[src/rtl/fuzzy_pkg.sv]
// Shared fixed-point types, limits and saturation helper for the fuzzy front end.
// Q7.0 values are plain signed bytes; saturation clamps a 12-bit intermediate.
package fuzzy_pkg;

    typedef logic signed [7:0] q7_t;

    localparam q7_t Q7_MAX = 8'sh7f;
    localparam q7_t Q7_MIN = 8'sh80;

    typedef enum logic {
        FILL = 1'b0,
        RUN  = 1'b1
    } dt_state_e;

    function automatic q7_t sat_q7(input logic signed [11:0] v);
        if (v > 12'sd127) begin
            return Q7_MAX;
        end else if (v < -12'sd128) begin
            return Q7_MIN;
        end else begin
            return v[7:0];
        end
    endfunction

endpackage

[src/rtl/dt_history_buf.sv]
// Circular sample history of LAG+1 entries; rd_data is the sample LAG writes older than wr_data.
// Read is combinational, write takes effect on the clock edge; never stalls.
module dt_history_buf
    import fuzzy_pkg::*;
#(
    parameter int LAG = 4
) (
    input  logic        clk,
    input  logic        rst,
    input  logic        clr,
    input  logic        wr_en,
    input  logic signed [7:0] wr_data,
    output logic signed [7:0] rd_data
);

    localparam int PW = $clog2(LAG + 1);
    localparam logic [PW-1:0] PTR_LAST = PW'(LAG);

    logic [PW-1:0] wr_ptr;
    logic [PW-1:0] rd_ptr;
    q7_t           mem [LAG+1];

    // The slot just after the write pointer holds the oldest of the LAG+1 kept samples.
    assign rd_ptr  = (wr_ptr == PTR_LAST) ? '0 : wr_ptr + 1'b1;
    assign rd_data = mem[rd_ptr];

    always_ff @(posedge clk or posedge rst) begin
        if (rst) begin
            wr_ptr <= '0;
            for (int i = 0; i <= LAG; i++) begin
                mem[i] <= '0;
            end
        end else if (clr) begin
            wr_ptr <= '0;
        end else if (wr_en) begin
            mem[wr_ptr] <= wr_data;
            wr_ptr      <= (wr_ptr == PTR_LAST) ? '0 : wr_ptr + 1'b1;
        end
    end

endmodule

[src/rtl/dt_estimator.sv]
// Temperature derivative: saturated (t[n] - t[n-LAG]) << GAIN_SHL, 1-cycle registered latency.
// No backpressure: every t_valid strobe is accepted; clr flushes history and drops that sample.
module dt_estimator
    import fuzzy_pkg::*;
#(
    parameter int LAG      = 4,
    parameter int GAIN_SHL = 0
) (
    input  logic              clk,
    input  logic              rst,
    input  logic signed [7:0] t_in,
    input  logic              t_valid,
    input  logic              clr,
    output logic signed [7:0] dt_out,
    output logic              dt_valid,
    output logic              primed
);

    localparam int CW = $clog2(LAG + 2);
    localparam logic [CW-1:0] CNT_LAST = CW'(LAG);

    dt_state_e         state;
    logic [CW-1:0]     fill_cnt;
    logic signed [7:0] old_sample;
    logic signed [8:0] raw;
    logic signed [11:0] raw_ext;
    logic signed [11:0] scaled;
    logic              accept;

    assign accept = t_valid & ~clr;

    dt_history_buf #(.LAG(LAG)) u_hist (
        .clk     (clk),
        .rst     (rst),
        .clr     (clr),
        .wr_en   (accept),
        .wr_data (t_in),
        .rd_data (old_sample)
    );

    // 9 bits hold any byte difference; 12 bits hold it after a shift of up to 3.
    assign raw     = {t_in[7], t_in} - {old_sample[7], old_sample};
    assign raw_ext = {{3{raw[8]}}, raw};
    assign scaled  = raw_ext <<< GAIN_SHL;

    assign primed  = (state == RUN);

    always_ff @(posedge clk or posedge rst) begin
        if (rst) begin
            state    <= FILL;
            fill_cnt <= '0;
            dt_out   <= '0;
            dt_valid <= 1'b0;
        end else begin
            dt_valid <= 1'b0;
            if (clr) begin
                state    <= FILL;
                fill_cnt <= '0;
            end else if (t_valid) begin
                if (state == FILL) begin
                    fill_cnt <= fill_cnt + 1'b1;
                    if (fill_cnt == CNT_LAST) begin
                        state <= RUN;
                    end
                end
                // The sample completing the fill already has its LAG-old partner.
                if (state == RUN || fill_cnt == CNT_LAST) begin
                    dt_out   <= sat_q7(scaled);
                    dt_valid <= 1'b1;
                end
            end
        end
    end

endmodule

[config.mk]
export PLATFORM = sky130hd
export DESIGN_NAME = dt_estimator
export DESIGN_NICKNAME = d
export VERILOG_FILES = /design/src/rtl/fuzzy_pkg.sv /design/src/rtl/dt_history_buf.sv /design/src/rtl/dt_estimator.sv
export SDC_FILE = /design/constraint.sdc
export NUM_CORES = 1
export LEC_CHECK = 0
export ABC_AREA = 1
export ABC_CLOCK_PERIOD_IN_PS = 9340
export CAP_MARGIN = 30
export CORE_MARGIN = 2
export CORE_UTILIZATION = 48
export CTS_BUF_LIST = sky130_fd_sc_hd__clkbuf_16
export DETAILED_ROUTE_END_ITERATION = 12
export PLACE_DENSITY = 0.67
export SKIP_LAST_GASP = 1
export SLEW_MARGIN = 20
export SYNTH_ARGS = -nofsm -noshare
export SYNTH_HDL_FRONTEND = slang
export SYNTH_SLANG_ARGS = --single-unit
[constraint.sdc]
create_clock -name clk -period 9.34 [get_ports clk]
set_clock_uncertainty 0.15 [all_clocks]
set_input_delay 1.868 -clock clk [delete_from_list [all_inputs] [get_ports clk]]
set_output_delay 1.868 -clock clk [all_outputs]
set_load 0.02 [all_outputs]
# [Word level (Yosys, flattened, before mapping)]
# Cells that the tools add are included.
[op_classes] eq_ne=3 add_sub_neg=3 n_lt_le_gt_ge=5 n_reduce_logical=7 bitwise_logic=4 muxes=21
[ops] cell="bitwise mux 40 bit" count=1
[ops] cell="2-to-1 mux 8 bit" count=5
[ops] cell="binary-select mux 8 bit (select 3 bit)" count=1
[ops] cell="demux 8 bit (select 3 bit)" count=1
[ops] cell="2-to-1 mux 3 bit" count=6
[ops] cell="greater-than comparator 9 x 8 -> 1 bit (second input constant)" count=1
[ops] cell="< comparator 9 x 8 -> 1 bit (second input constant)" count=1
[ops] cell="subtractor 8 x 8 -> 9 bit" count=1
[ops] cell="greater-or-equal comparator 4 bit (second input constant)" count=2
[ops] cell="NOT 3 -> 4 bit" count=2
[ops] cell="2-to-1 mux 1 bit" count=7
[ops] cell="adder 3 x 1 -> 3 bit (second input constant)" count=2
[ops] cell="equality test 3 bit (second input constant)" count=2
[ops] cell="< comparator 4 x 1 -> 1 bit (second input constant)" count=1
[ops] cell="AND reduction 2 bit" count=2
[ops] cell="nonzero test 2 bit" count=2
[ops] cell="AND reduction 3 bit" count=1
[ops] cell="inequality test 2 bit (second input constant)" count=1
[ops] cell="bitwise AND 1 bit" count=1
[ops] cell="logical AND 1 bit" count=1
[ops] cell="logical OR 1 bit" count=1
[ops] cell="NOT 1 bit" count=1
[word_totals] input_bits=12 out_inout_bits=10 ff_bits=56 word_cells=53

# [Depth between registers and ports, before layout]
[depth] ltp_word=10 depth_mapped=23 ltp_nobuf=23

# [Cells and area by module]
# Synthesis repeated with hierarchy kept, for this count alone.
[hier_totals] hier_cells=404 hier_area_um2=3210.6
[modules_own_cells] module="dt_history_buf" seq_area_each_um2=1076.0 cells_each=268 area_each_um2=2220.9 n_inst=1
[modules_own_cells] module="dt_estimator" seq_area_each_um2=325.3 cells_each=136 area_each_um2=989.7 n_inst=1

# [Worst setup path after synthesis]
# No wires, ideal clock.
[synth_timing] kind="input to register" start="input port t_in[0]" end="register dt_out[0]" arrival_ns=3.297 required_ns=9.073 path_slack_ns=5.777 path_stages=15 path_buffers=0 path_cell_list="inv_1 > ha_1 > fa_1 > inv_1 > nand2_1 > nand2_1 > nand3_1 > nand2_1 > nand2_1 > nand2_1 > nand2_1 > nand2_1 > nand2_1 > nand2_1 > nand2_1"
[synth_between] elab_chain_cells=4 elab_cells_between_ends=5 classes_between="add/sub: 1; order compare: 2; mux: 2"
[synth_lines] element="start, declared" line_no="dt_estimator.sv:11" rtl="input logic signed [7:0] t_in,"
[synth_lines] element="subtractor 8 x 8 -> 9 bit *" line_no="dt_estimator.sv:42" rtl="assign raw = {t_in[7], t_in} - {old_sample[7], old_sample};"
[synth_lines] element="< comparator 9 x 8 -> 1 bit" line_no="fuzzy_pkg.sv:18" rtl="end else if (v < -12'sd128) begin"
[synth_lines] element="2-to-1 mux 8 bit" line_no="fuzzy_pkg.sv:18"
[synth_lines] element="2-to-1 mux 8 bit *" line_no="fuzzy_pkg.sv:16" rtl="if (v > 12'sd127) begin"
[synth_lines] element="end signal, assigned" line_no="dt_estimator.sv:68" rtl="dt_out <= sat_q7(scaled);"
[synth_lines] element="end, declared" line_no="dt_estimator.sv:14" rtl="output logic signed [7:0] dt_out,"
# Every way passes the cells marked *; elsewhere a longest branch is shown, timed or not.
# A chain may end at the register's enable or synchronous reset.

# [Final worst setup path]
[layout_timing] start="input port t_in[0]" end="register dt_out[2]"
# Same word-level chain as after synthesis.

==> results.md <==
- The buffer depth of the longest clock path is 2.
- The worst path setup slack after routing is 5330 ps.
- Headroom to the max-slew limit came out at 52.8%.
- For this run the aggregate overflow at the end of global routing stands at 0.
- The maximum clock frequency is 249 MHz.
- The TritonCTS clock tree is yes.
- Dividing the final minimum period by the clock period gives 43.0%.
- The internal portion of the total power is 542 uW.
- For the pin with the worst max-slew slack, the measured transition is 707 ps.
- The clock-pin slew on the worst setup and hold paths is 80 ps.
- The routed length per placed instance is 13.8 microns.
- The switching power summed over all nets is 308 uW.
- The sequential share of the synthesized area is 46.8%.
- The die area is 0.00689 sq mm.
- The part of the total power dissipated in combinational logic is 36.9%.
- Subtracting the final worst setup slack from the clock period gives 4010 ps.
- In this run the worst path has a maximum fanout of 7.
- From left edge to right edge, the die measures 83.0 microns.
- The cell at the root of the clock tree is clkbuf_16.
- The worst-case setup slack after placement is 5010 ps.
- The global routing usage summed across all routing layers is 19.6%.
- The worst ir drop on vdd is 0.129 mV.
- The startpoint class of the critical path is an input port.
- The number of DRC violations after detailed routing is 0.
- The data arrival time of the critical path is 4110 ps.
- Buffers added to address setup during post-CTS repair amount to 0.
- The number of nets handed over by synthesis was 395.
- The standby leakage power is 1.73 nW.
- The number of warnings printed during yosys synthesis is 0.
- The share of post-route cells with drive strength above 1 is 6.65%.
- The total negative setup slack is 0 ps.
- The sum of routed wire length over all layers is 6430 microns.
- The detailed router finished its first iteration with 127 violations.
- The global-route wire length before repair is 11,000 microns.
- The clock network fraction of design power is 23.1%.
- Relative to the synthesized area, the layout overhead comes to 13.6%.
- The completed layout was analyzed and its total power is 850 uW.
- The number of antenna diodes in the final layout is 0.
- The total number of nets in the final design is 415.
- At the later pin of the worst-skew pair, clock insertion delay measures 300 ps.
- The path class of the tightest hold or removal check is reg -> reg.
- The detail-routed via count per cell is 5.26.
- The number of different library cells used by synthesis comes to 31.
- After floorplanning, the core was sized to cover 0.00599 sq mm.
- The number of antenna violations at the first check in global routing is 0.
- After synthesis, the cell types taking the most area are dfrtp_1 47%, nand2_1 15%, o21ai_0 6.3%.
- 22 I/O pins were placed.
- After synthesis the netlist holds a flip-flop and latch count of 56.
- The die is 83.0 microns tall.
- The setup path with the least slack is of type in -> reg.
- The number of resized instances in the post-cts repair step is 0.
- The total of hold buffers inserted after clock tree synthesis is 0.
- The synthesized area is 0.00300 sq mm.
- Buffers placed on the I/O ports in this run total 21.
- The fraction of post-synthesis cell area in the top cell type by area is 46.8%.
- In this run the mean area of a mapped cell was 8.10 sq um.
- The total number of vias is 2,451.
- The via count of the first global-routing pass was 2,312.
- At the worst endpoint, the required time is 9430 ps.
- After technology mapping, the gate count stands at 370.
- The tool flagged a number of max-cap violations equal to 0.
- Counting every sink on the clock net gives 56.
- The initial core utilization is 50.0%.
- In this run switching power makes up 36.2% of total power.
- The final number of max-transition violations came to 0.
- The number of hold violations in the final report is 0.
- The number of buffers added by the clock tree synthesis step is 5.
- The HPWL after detailed placement is 4460 microns.
- The number of levels the H-tree was split into is 2.
- The count of nets left with antenna violations after detail routing is 0.
- The largest net degree at the start of global routing is 57.
- The run finished with clean final reports.
- The type of element capturing the critical path is a flop.
- The number of placement rows is 28.
- Setup repair after global routing left no endpoint under its margin.
- The biggest area contributor in the post-synthesis netlist is dfrtp_1.
- The final setup violation count is 0.
- The part of the total power dissipated in sequential elements is 40.1%.
- The first detailed-routing pass took 4 iterations.
- At the end of routability-driven placement, the weighted congestion stood at 0.792.
- The power density relative to cell area is 250 mW/mm^2.
==> path summary, 6_finish.rpt <==
kind / endpoint / cells past startpoint / slack, ps / start
worst max-delay path: dt_out[2] / 13 / 5330 / t_in[0]
max in group asynchronous: u_hist.wr_ptr[1] / 3 / 6640 / rst
worst max register to register: dt_out[2] / 18 / 5470 / u_hist.wr_ptr[0]
worst min-delay path: dt_out[6] / 2 / 330 / dt_out[6]
min in group asynchronous: dt_out[2] / 3 / 1940 / rst
worst min register to register: dt_out[6] / 2 / 330 / dt_out[6]
==> power by group through the flow <==
stage | Clock (mW) | Sequential, mW | Combinational (mW)
5_1_grt | 0.208 | 0.349 | 0.358
6_report | 0.196 | 0.341 | 0.314
3_3_place_gp | 0 | 0.343 | 0.309
4_1_cts | 0.199 | 0.341 | 0.315
2_1_floorplan | 0 | 0.359 | 0.212
3_5_place_dp | 0 | 0.346 | 0.313
==> Yosys cell counts (all sizes together) <==
master and count:
nand2 124, dfrtp 56, inv 43, o21ai 40, nand3 20, a21oi 18, nor2 18, ha 12
o22ai 8, a22o 6, buf 6, clkbuf 4, nand4 3, xor2 3, xnor2 2, a31oi 1
a32o 1, fa 1, nor3 1, nor4 1, o21a 1, or2 1
==> logic make-up (layout without fill, tap and decap cells) <==
| family | Yosys count | after routing | share of synthesized area (%) |
|---|---|---|---|
| xor gates and xnor gates | 5 | 5 | 1.46 |
| adders and majority gates | 13 | 13 | 5.68 |
| DFF | 56 | 56 | 46.8 |
| AOI/OAI and AO/OA | 75 | 75 | 14.2 |
| buffers and inverters | 53 | 74 | 7.77 |
| and+or+nand+nor | 168 | 168 | 24.1 |
==> cell usage in the layout (no fill, tap or decap), types with 3 or more instances in the layout <==
cell type / synthesis / routed
a21oi_1: 18 / 18
a22o_1: 6 / 6
clkbuf_16: 0 / 5
clkdlybuf4s50_1: 0 / 21
dfrtp_1: 56 / 56
ha_1: 12 / 12
inv_1: 38 / 37
inv_2: 3 / 4
nand2_1: 120 / 120
nand2_2: 3 / 3
nand3_1: 19 / 19
nand4_1: 3 / 3
nor2_1: 17 / 17
o21ai_0: 38 / 38
o22ai_1: 8 / 8
xor2_1: 3 / 3
==> registers in the layout (all words and copies together), names as in the netlist <==
register / flops
fill_cnt: 3
dt_out: 8
u_hist.wr_ptr: 3
primed: 1
dt_valid: 1
u_hist.mem: 40
==> area by class of cell <==
type	count	area [sq um]
repair buffers	23	229
flip-flops and latches	56	1400
multi-input cells	261	1360
clock buffers	5	125
clock inverters	3	26.3
fillers	549	2590
well taps	75	93.8
inverters	43	166
==> per-layer routing <==
layer | GRT usage, % | part of all wire [%] | routed length, microns
met1 | 26.6 | 49 | 3140
met2 | 32.4 | 46 | 2990
met3 | 3.58 | 4.1 | 265
met4 | 4.92 | 0.59 | 38
met5 | 0 | 0 | 0
==> stage by stage <==
| stage | util, % | cells | area [sq um] | hold WS, ps |
|---|---|---|---|---|
| final | 56.8 | 466 | 3400 | 333 |
| after floorplan | - | 370 | 3000 | 303 |
| after global placement | 54.1 | 457 | 3240 | 314 |
| after CTS | 56.6 | 465 | 3390 | 336 |
| after detailed placement | 54.1 | 457 | 3240 | 315 |
| after global routing | 56.8 | 466 | 3400 | 355 |
==> critical path, stage by stage <==
cell             delay (ps)
clkdlybuf4s50_1         490
inv_1                    90
ha_1                    250
fa_1                    420
inv_1                    70
nand2_1                  50
nand2_1                  90
nand3_1                  90
nand3_1                 130
nand4_1                 260
nand2_1                 150
nand2_1                  60
nand2_1                  80
(Power assumes the default switching activity.)
==> variant 1: new RTL, same settings <==
`LAG` is set to 4 in 2 places; all go to 8.
--- a/src/rtl/dt_history_buf.sv
+++ b/src/rtl/dt_history_buf.sv
@@ -3,7 +3,7 @@
 module dt_history_buf
     import fuzzy_pkg::*;
 #(
-    parameter int LAG = 4
+    parameter int LAG = 8
 ) (
     input  logic        clk,
     input  logic        rst,
--- a/src/rtl/dt_estimator.sv
+++ b/src/rtl/dt_estimator.sv
@@ -3,7 +3,7 @@
 module dt_estimator
     import fuzzy_pkg::*;
 #(
-    parameter int LAG      = 4,
+    parameter int LAG      = 8,
     parameter int GAIN_SHL = 0
 ) (
     input  logic              clk,
Function: changed (a bounded check fails within 10 cycles, from zero or initial values and one cycle with rst high).
==> variant 1 against the original RTL <==
  * Critical path depth grew 4
  * Cell count grew 57%
  * Non-clock buffer count is the same
  * Wire length grew 72%
  * Total power grew 36%
  * Area after synthesis grew 55%
  * Count of clock-buffer cells in the layout grew 4
  * Sequential cell count grew 34
  * Worst hold slack is essentially flat
  * Cell area grew 53%
  * Global-route usage grew 3.8 points
  * Worst setup slack lost 0.26 ns
  * Fmax shrank 6.0%
  * Highest routed layer unchanged
==> variant 1: results (changes against the original RTL) <==
[run_status]
status = finished clean

[power]
switching_share_pct = 31.3  ; -5.0 points
power_leakage_nw = 2.48  ; +43%
finalPower_mw = 1.15  ; +36%
comb_power_share_pct = 25.7  ; -11 points
ir_worst_vdd_mv = 0.141  ; +9.3%
p_seq_mw = 0.480  ; +41%

[detailed_routing]
vias_per_cell = 5.32  ; +1.1%
wl_met1_um = 4980  ; +59%
routed_wl_um = 11100  ; +72%
drtIter0Drc = 276  ; +120%
firstDrtPassIters = 5  ; +1
wl_met2_um = 5280  ; +77%
met3_length_um = 620  ; +130%

[synth]
syn_avg_cell_area_um2 = 7.93  ; -2.1%
synthDistinctLibCells = 33  ; +6.5%
ys_top_cells_by_count = nand2_1, dfrtp_1, o21ai_0
synth-adder-area-share_pct = 4.22  ; -1.5 points
synth_compound_area_share_pct = 12.9  ; -1.2 points
synth_area_leaders = dfrtp_1, nand2_1, o21ai_0
yosysSeqAreaShare_pct = 48.6  ; +1.9 points
syn-num-nets = 611  ; +55%
synthXorXnorAreaFrac_pct = 0.946  ; -0.52 points
async_flop_share_pct = 100  ; unchanged

[timing]
relSlewSlack_pct = 42.2  ; -11 points
slew_violations = 0  ; unchanged

[cells_and_area]
buffer_area_share_pct = 4.55  ; -2.2 points
fin_area_mm2 = 0.00522  ; +53%
multi_input_gates = 420  ; +61%
clockNetworkAreaShare_pct = 5.89  ; +1.4 points
top_regs = u_hist.mem x72, dt_out x8
nClkBuffers = 9  ; +4
instances_no_fill = 731  ; +57%
n_all_inverters = 54  ; +26%
multi_input_area_share_pct = 39.4  ; -0.57 points
drive_gt1_share_pct = 5.81  ; -0.84 points
seq_share_pct = 43.1  ; +1.9 points
nNetsFinal = 625  ; +51%
fill_cells = 867  ; +58%

[grt]
grt_pass1_wl_um = 18600  ; +69%
grtUsageTotal_pct = 23.3  ; +3.8 points
first_global_vias = 3738  ; +62%
grt_max_degree = 70  ; +23%

[setup_path]
worstPathArrival_ns = 4.35  ; +0.24 ns
cpMaxStageDelayCell = ha_1
crit_type = reg2reg
slowest_delay_ns = 0.89  ; +0.40 ns
crit_fanout = 22  ; +15

[cts]
post_cts_resized = 0  ; unchanged
clk_latency_ns = 0.34  ; +0.04 ns
cts_sinks = 90  ; +61%
htreeDepth = 3  ; +1
cts.clk_slew.worst_paths_ns = 0.06  ; -0.02 ns

[place]
place_congestion = 0.887  ; +12%
placed_area_mm2 = 0.00489  ; +51%
dp_hpwl_um = 7350  ; +65%
pre_cts_slack_ns = 4.99  ; -0.0210 ns

[floorplan]
die_w_um = 102  ; +23%

[worst_hold_path]
hold_class = reg2reg

variant 1: layer usage:
metal,GRT usage (%),up-vias
met4,8.00,0
li1,-,1933
met2,37.1,103
met3,4.65,17
met1,32.1,1833
met5,0,-
variant 1: path summary, 6_finish.rpt:
check,slack (ns),cells after the start,to
max in group asynchronous,6.39,4,u_hist.mem[35]$_DFFE_PP0P_
min in group asynchronous,1.67,2,fill_cnt[1]$_DFFE_PP0P_
max,5.07,17,dt_out[2]$_DFFE_PP0P_
min,0.33,2,dt_out[6]$_DFFE_PP0P_
min reg2reg,0.33,2,dt_out[6]$_DFFE_PP0P_
max reg2reg,5.07,17,dt_out[2]$_DFFE_PP0P_
variant 1: logic make-up (layout without fill, tap and decap cells):
logic type	count (synthesis)	in the layout
adder cells (fa/ha/maj)	15	15
flip-flops	90	90
XOR/XNOR	5	5
buffers and inverters	74	92
AO/OA/AOI/OAI	111	111
AND/OR/NAND/NOR	289	289
==> variant 2: new RTL, config.mk and constraints unchanged <==
Made on the original files. Reset style: synchronous (`rst`), changed in 2 clocked blocks.
--- a/src/rtl/dt_history_buf.sv
+++ b/src/rtl/dt_history_buf.sv
@@ -24,7 +24,7 @@
     assign rd_ptr  = (wr_ptr == PTR_LAST) ? '0 : wr_ptr + 1'b1;
     assign rd_data = mem[rd_ptr];
 
-    always_ff @(posedge clk or posedge rst) begin
+    always_ff @(posedge clk) begin
         if (rst) begin
             wr_ptr <= '0;
             for (int i = 0; i <= LAG; i++) begin
--- a/src/rtl/dt_estimator.sv
+++ b/src/rtl/dt_estimator.sv
@@ -45,7 +45,7 @@
 
     assign primed  = (state == RUN);
 
-    always_ff @(posedge clk or posedge rst) begin
+    always_ff @(posedge clk) begin
         if (rst) begin
             state    <= FILL;
             fill_cnt <= '0;
Function: changed (a bounded check fails within 10 cycles, from zero or initial values and one cycle with rst high; the reset may be asserted at any time).
==> variant 2 against the original RTL <==
  * Worst hold slack got worse by 0.023 ns
  * Total power grew 3.0%
  * Wire length is 33% higher
  * Utilization fell by 1.2 points
  * Sequential cell count up 24
  * Cell area grew 33%
  * Area after synthesis increased by 33%
  * Worst setup slack lost 0.11 ns
  * Critical path type is now reg2reg
==> variant 2: results (changes against the original RTL) <==
[detailed_routing]
drtIter0Drc = 157  ; +24%
firstDrtPassIters = 5  ; +1
wl_per_cell_um = 15.7  ; +14%
vias_per_cell = 5.33  ; +1.2%

[timing]
tightest_slew_ns = 0.939  ; +0.231 ns

[cells_and_area]
nNetsFinal = 459  ; +11%
top_regs = u_hist.mem x64, dt_out x8
drive_gt1_share_pct = 12.1  ; +5.4 points

[grt]
first_global_vias = 2721  ; +18%
grt_pass1_wl_um = 13900  ; +26%
grt_max_degree = 34  ; -40%
grtUsageTotal_pct = 20.7  ; +1.2 points

[synth]
async_flop_share_pct = 0  ; -100 points
synth_edf_count = 64  ; +64
syn-num-nets = 439  ; +11%
ys_top_cells_by_count = nand2_1, edfxtp_1, nor2_1
yosys.area.top_type = edfxtp_1
synthDistinctLibCells = 34  ; +9.7%
synth_area_leaders = edfxtp_1, nand2_1, dfxtp_1
synth.most_common_cell = nand2_1
yosysSeqAreaShare_pct = 56.2  ; +9.4 points

[cts]
cts.clk_slew.worst_paths_ns = 0.06  ; -0.02 ns
htreeDepth = 3  ; +1
post_cts_resized = 0  ; unchanged
cts_buffers = 9  ; +4
cts-root-buf = clkbuf_16
clk_latency_ns = 0.33  ; +0.03 ns

[setup_path]
cpMaxStageDelayCell = ha_1
slowest_delay_ns = 0.77  ; +0.28 ns
crit_fanout = 17  ; +10

[power]
power_leakage_nw = 1.84  ; +6.0%
ir_worst_vdd_mv = 0.106  ; -18%

[place]
place_congestion = 0.834  ; +5.2%
place.port_buffers = 21  ; unchanged
dp_hpwl_um = 5880  ; +32%

[run_status]
status = finished clean

[variant 2: cell types whose count changed after synthesis, sizes merged, moves of 16 or more]
cell and change:
dfrtp -56, dfxtp +16, nand3 +17, edfxtp +64, o21ai -23, nor2 +39
[variant 2: cells by family after synthesis]
family                     Yosys count  synth area share, %
xor gates and xnor gates             4                0.878
and+or+nand+nor                    217                 24.4
DFF                                 80                 56.2
adders and majority gates           13                 4.26
buffers and inverters               53                 6.30
AOI/OAI and AO/OA                   47                 7.93
[variant 2: final timing paths]
kind	start	end	slack, ns	depth (start not counted)
setup reg to reg	u_hist.wr_ptr[0]$_SDFFE_PP0P_	dt_out[1]$_SDFFE_PP0P_	5.22	17
setup / recovery	u_hist.wr_ptr[0]$_SDFFE_PP0P_	dt_out[1]$_SDFFE_PP0P_	5.22	17
hold reg to reg	fill_cnt[2]$_SDFFE_PP0P_	fill_cnt[2]$_SDFFE_PP0P_	0.31	2
hold / removal	fill_cnt[2]$_SDFFE_PP0P_	fill_cnt[2]$_SDFFE_PP0P_	0.31	2
[variant 2: metrics by stage]
step | hold WS [ns] | area (µm²) | worst slack (ns) | instances | utilization [%]
5_1_grt | 0.342 | 4530 | 4.90 | 544 | 55.6
3_3_place_gp | 0.299 | 4230 | 5.10 | 527 | 52.0
3_5_place_dp | 0.305 | 4240 | 5.05 | 528 | 52.1
2_1_floorplan | 0.285 | 3990 | 5.81 | 414 | -
6_report | 0.310 | 4530 | 5.22 | 544 | 55.6
4_1_cts | 0.315 | 4530 | 5.24 | 544 | 55.6
[variant 2: cell type report]
type	count	area (µm²)
Fill cell	704	3610
Sequential cell	80	2240
Timing Repair Buffer	22	215
Clock buffer	9	225
Tap cell	105	131
Inverter	40	153
Multi-Input combinational cell	281	1500
Clock inverter	7	62.6
[variant 2: where the power goes]
group	total [mW]	internal (mW)	leakage, nW	switching, mW
clock	0.339	0.204	0.136	0.135
sequential	0.397	0.393	0.756	0.00359
combinational	0.140	0.0477	0.945	0.0923
[variant 2: critical path, delay by kind of cell, from the launching register on]
kind            cells  cell delay [ns]
buf+inv             3             0.89
flops               1             0.45
fa+ha+maj           3             1.23
simple gates        9             0.99
compound gates      2             0.28
[variant 2: metal layers]
layer | vias to the layer above | part of all wire, % | GRT usage [%] | wire [µm]
met5 | - | 0 | 0 | 0
met1 | 1380 | 46 | 28.5 | 3930
li1 | 1426 | - | - | -
met3 | 12 | 4.5 | 2.92 | 386
met2 | 79 | 48 | 33.2 | 4090
met4 | 0 | 1.8 | 8.21 | 150
